$ cat src/rtl/tdm_demux_rx.sv
// tdm_demux_rx: four-slot TDM demultiplexer with HUNT/LOCKED frame tracking.
// Optional feature macro TDM_FRAME_LATCH_EN: stage slots 0..2 internally and
// publish all four channels together when slot 3 is accepted.
module tdm_demux_rx #(
  parameter int unsigned W = 8
) (
  input  logic         clk,
  input  logic         rst,
  input  logic [W-1:0] din,
  input  logic         din_valid,
  input  logic         frame_sync,
  output logic [W-1:0] ch0,
  output logic [W-1:0] ch1,
  output logic [W-1:0] ch2,
  output logic [W-1:0] ch3,
  output logic [3:0]   ch_valid,
  output logic         frame_done,
  output logic         locked,
  output logic         sync_err
);

  localparam int unsigned NCH = 4;

  typedef enum logic {
    ST_HUNT   = 1'b0,
    ST_LOCKED = 1'b1
  } state_e;

  state_e      state_q, state_d;
  logic [1:0]  slot_q, slot_d;
  logic        accept;
  logic [1:0]  acc_slot;
  logic        err;

  logic [W-1:0] ch_q [NCH];
  logic [3:0]   ch_valid_q;
  logic         frame_done_q;
  logic         sync_err_q;
`ifdef TDM_FRAME_LATCH_EN
  logic [W-1:0] stage_q [NCH-1];
`endif

  // State and slot counter register
  always_ff @(posedge clk) begin
    if (rst) begin
      state_q <= ST_HUNT;
      slot_q  <= 2'd0;
    end else begin
      state_q <= state_d;
      slot_q  <= slot_d;
    end
  end

  // Next-state: enter LOCKED on a sync beat, fall back to HUNT on a missing sync
  always_comb begin
    state_d = state_q;
    if (din_valid) begin
      unique case (state_q)
        ST_HUNT:   if (frame_sync) state_d = ST_LOCKED;
        ST_LOCKED: if (!frame_sync && (slot_q == 2'd0)) state_d = ST_HUNT;
        default:   state_d = ST_HUNT;
      endcase
    end
  end

  // Beat classification: accept/discard, target slot, framing error, next slot
  always_comb begin
    accept   = 1'b0;
    acc_slot = slot_q;
    err      = 1'b0;
    slot_d   = slot_q;
    if (din_valid) begin
      if (state_q == ST_HUNT) begin
        if (frame_sync) begin
          accept   = 1'b1;
          acc_slot = 2'd0;
          slot_d   = 2'd1;
        end
      end else if (frame_sync) begin
        // Sync beat always restarts the frame; early sync is flagged
        accept   = 1'b1;
        acc_slot = 2'd0;
        slot_d   = 2'd1;
        err      = (slot_q != 2'd0);
      end else if (slot_q != 2'd0) begin
        accept   = 1'b1;
        slot_d   = slot_q + 2'd1;
      end else begin
        // Expected a sync beat at slot 0 and did not get one
        err      = 1'b1;
        slot_d   = 2'd0;
      end
    end
  end

  // Registered channel data, valid strobes and status pulses
  always_ff @(posedge clk) begin
    if (rst) begin
      for (int i = 0; i < int'(NCH); i++) ch_q[i] <= '0;
`ifdef TDM_FRAME_LATCH_EN
      for (int i = 0; i < int'(NCH) - 1; i++) stage_q[i] <= '0;
`endif
      ch_valid_q   <= 4'b0000;
      frame_done_q <= 1'b0;
      sync_err_q   <= 1'b0;
    end else begin
      ch_valid_q   <= 4'b0000;
      frame_done_q <= accept && (acc_slot == 2'd3);
      sync_err_q   <= err;
      if (accept) begin
`ifdef TDM_FRAME_LATCH_EN
        if (acc_slot == 2'd3) begin
          ch_q[0]    <= stage_q[0];
          ch_q[1]    <= stage_q[1];
          ch_q[2]    <= stage_q[2];
          ch_q[3]    <= din;
          ch_valid_q <= 4'b1111;
        end else begin
          stage_q[acc_slot] <= din;
        end
`else
        ch_q[acc_slot] <= din;
        ch_valid_q     <= 4'b0001 << acc_slot;
`endif
      end
    end
  end

  assign ch0        = ch_q[0];
  assign ch1        = ch_q[1];
  assign ch2        = ch_q[2];
  assign ch3        = ch_q[3];
  assign ch_valid   = ch_valid_q;
  assign frame_done = frame_done_q;
  assign sync_err   = sync_err_q;
  assign locked     = (state_q == ST_LOCKED);

endmodule

$ cat config.mk
export PLATFORM = sky130hd
export DESIGN_NAME = tdm_demux_rx
export DESIGN_NICKNAME = d
export VERILOG_FILES = /design/src/rtl/tdm_demux_rx.sv
export SDC_FILE = /design/constraint.sdc
export NUM_CORES = 1
export LEC_CHECK = 0
export ABC_AREA = 1
export CORE_UTILIZATION = 40
export DETAILED_ROUTE_END_ITERATION = 8
export PLACE_DENSITY_LB_ADDON = 0.05
export SYNTH_ARGS = -nofsm -noshare
export SYNTH_HDL_FRONTEND = slang
export SYNTH_SLANG_ARGS = --single-unit
$ cat constraint.sdc
create_clock -name clk -period 2 [get_ports clk]
set_clock_uncertainty 0.15 [all_clocks]
set_input_delay 0.4 -clock clk [delete_from_list [all_inputs] [get_ports clk]]
set_output_delay 0.4 -clock clk [all_outputs]
set_load 0.02 [all_outputs]
==> results.json <==
{
  "status": "finished, final reports clean",
  "worst_r2r_endpoint": "ch_q[1][3]",
  "synth.cell_area_sq_mm": 0.00156,
  "n_fill_cell": 315,
  "clkLatencyLatePin_ns": 0.28,
  "leading_cell_type_in_the_layout_fill_and_taps_excluded": "sky130_fd_sc_hd__clkdlybuf4s50_1",
  "slew_violations": 0,
  "drc": 0,
  "die-area_sq_mm": 0.00415,
  "critical-path-max-stage-delay_ns": 0.65,
  "ys_warn_count": 0,
  "synth.net_count": 141,
  "antenna_violations_before_repair": 0,
  "period_minus_slack_ns": 1.91,
  "count_of_routing_violations_after_the_opening_detailed_route_iteration": 36,
  "worst_pin_slew_ns": 0.219,
  "detailroute.via_count": 1085,
  "top_level_ports": 51,
  "global_route.peak_usage_layer": "met2",
  "detail_route.wl_per_cell_um": 11.9,
  "placed_area_sq_mm": 0.00226,
  "tritoncts_num_sinks": 41,
  "avgSynthCellArea_sq_um": 12.4,
  "tritoncts_clock_tree": "done",
  "path_max_fanout": 5,
  "core_sq_mm": 0.00369,
  "cts_made_buffers": 5,
  "drt_pre_antenna_iters": 4,
  "rsz0062_at_grt": "no",
  "max-vdd-ir-drop_uv": 507,
  "setup.worst_path.start_class": "flop",
  "final_core_utilization_pct": 64.9,
  "grt_use_met1_pct": 16.1,
  "hold_depth": 4,
  "dp_hpwl_um": 2300,
  "cts.root.buffer_cell": "sky130_fd_sc_hd__clkbuf_8",
  "grt_pass1_vias": 1082,
  "cell_depth_of_the_worst_flop_to_flop_path": 9,
  "final_area_sq_mm": 0.00239,
  "antenna-diode-count": 0,
  "grt_overflow": 0,
  "dieWidth_um": 64.5,
  "power.static_leakage_nw": 1.01,
  "synth_cell_types": 18,
  "critical-path-top-delay-family": "buffers and inverters",
  "post_drt_via_cell_ratio": 4.36,
  "final_layout_size_suffix_gt1_share_pct": 19.4,
  "drv.max_cap_violation_count": 0,
  "maximum_number_of_pins_on_one_net_before_global_route_repair": 13,
  "total_power_w": 0.00187,
  "setup_violations": 0,
  "port_buffers": 50,
  "critical-path-slowest-cell": "sky130_fd_sc_hd__clkdlybuf4s50_1",
  "critical_path_class": "reg2out",
  "minimum_setup_slack_among_reg_to_reg_paths_ns": 0.17,
  "grt_util_met3_pct": 6.16,
  "area.growth.synth_to_final_pct": 53.5,
  "cts.hold.buffers_added": 0,
  "clkTransAtPathRegs_ns": 0.07,
  "grt_pass1_wl_um": 4820,
  "min_period_over_period_pct": 95.5,
  "drt.antenna.violating_nets": 0,
  "crit-reg2reg-launch": "slot_q[0]",
  "hold_path.startpoint": "frame_sync",
  "netlist_instances": 126,
  "maxClockFrequency_mhz": 524,
  "die_h_um": 64.5,
  "post_layout_nets": 215,
  "cp.buffers_inverters": 1,
  "timing.final.hold_violations": 0,
  "max_slew_margin_pct": 85.4,
  "totalWireLength_um": 2970,
  "cp-end-kind": "output pin",
  "globalRouteMet2Util_pct": 29.1,
  "min_delay_worst_endpoint": "slot_q[1]",
  "mostFrequentLayoutCells": "sky130_fd_sc_hd__clkdlybuf4s50_1 (49), sky130_fd_sc_hd__nor2_1 (34), sky130_fd_sc_hd__edfxtp_1 (32)",
  "timing.critical_path.arrival_ns": 1.36,
  "holdCritPathClass": "in2reg",
  "num_rows": 22,
  "finalWeightedCongestion": 0.729,
  "yosys_register_bits": 41,
  "initial_core_utilization_pct": 42.3,
  "ys_seq_area_share_pct": 73.1,
  "critical_path_required_ns": 1.45,
  "h-tree-depth": 2,
  "power_per_cell_area_mw_per_mm2": 783,
  "number_of_buffers_between_clock_root_and_the_deepest_sink": 2,
  "critical_path.cell_chain": "clkdlybuf4s50_1",
  "grt_use_total_pct": 16.2
}
## cells by family (layout without fill, tap and decap cells)
group	Yosys count	after routing	synth area share, %
AOI/OAI and AO/OA	4	4	1.44
adders and majority gates	3	3	2.41
buffers and inverters	21	96	5.13
DFF	41	41	73.1
and+or+nand+nor	57	57	17.9
## registers in the layout, summed over array words and instances (netlist names)
name	flops
ch_q	32
ch_valid	4
frame_done	1
locked	1
slot_q	2
sync_err	1
## stage by stage
| stage | setup TNS [ns] | worst slack, ns | std cells | hold slack, ns |
|---|---|---|---|---|
| final | 0 | 0.0906 | 249 | 0.319 |
| after global routing | 0 | 0.0336 | 249 | 0.357 |
| after CTS | 0 | 0.0436 | 247 | 0.398 |
| after detailed placement | -11.35 | -0.309 | 239 | 0.386 |
| after global placement | -8.11 | -0.238 | 239 | 0.363 |
| after floorplan | 0 | 0.0739 | 126 | 0.319 |
## what timing repair did
action / in CTS / in global routing
buffers inserted: 0 / 2
endpoints found under the hold margin: 0 / 0
pin swaps: 0 / 2
resized for setup: 1 / 4
setup endpoints to repair: 8 / 21
## how the worst max path moves through the flow
stage / startpoint / endpoint / slack, ns / depth (start not counted)
floorplan: slot_q[0] / ch_q[0][0] / 0.07 / 8
global placement: frame_sync / ch_q[2][5] / -0.24 / 8
detailed placement: frame_sync / ch_q[2][7] / -0.31 / 8
CTS: frame_sync / ch_q[0][4] / 0.04 / 9
global route: din_valid / ch_q[3][6] / 0.03 / 7
finish: locked / locked / 0.09 / 1
## cell usage after synthesis, drive strengths merged
cell type  number  area, sq um
nand4           1         6.26
nor3            2         10.0
buf             1         5.00
inv            20         75.1
dfxtp           9          180
nor2           36          159
ha              3         37.5
a21oi           1         5.00
o31ai           1         7.51
nand3           1         17.5
o21ai           2         10.0
nand2          17         86.3
edfxtp         32          961
## tightest hold or removal path, stage by stage
cell and delay (ns):
sky130_fd_sc_hd__dlymetal6s2s_1 0.11, sky130_fd_sc_hd__inv_1 0.07, sky130_fd_sc_hd__nand4_1 0.07, sky130_fd_sc_hd__a21oi_1 0.06
## layout make-up
type | instances | area (sq um) | area share [%]
Clock inverter | 2 | 33.8 | 1.41
Multi-Input combinational cell | 64 | 349 | 14.6
Tap cell | 48 | 60.1 | 2.51
Sequential cell | 41 | 1140 | 47.6
Timing Repair Buffer | 68 | 663 | 27.7
Clock buffer | 6 | 72.6 | 3.03
Inverter | 20 | 75.1 | 3.13
## layer usage
| metal | routed length [um] | vias up |
|---|---|---|
| met2 | 1570 | 35 |
| met5 | 0 | - |
| met4 | 74 | 0 |
| li1 | - | 550 |
| met3 | 148 | 8 |
| met1 | 1170 | 492 |
## report_power, final
part | leakage, nW | internal (W) | switching, W
sequential | 0.403 | 0.000962 | 0.0000141
combinational | 0.554 | 0.000133 | 0.000143
clock | 0.0528 | 0.000368 | 0.000254
total | 1.01 | 0.00146 | 0.000411
Note: power is estimated with default switching activity, not from simulation.
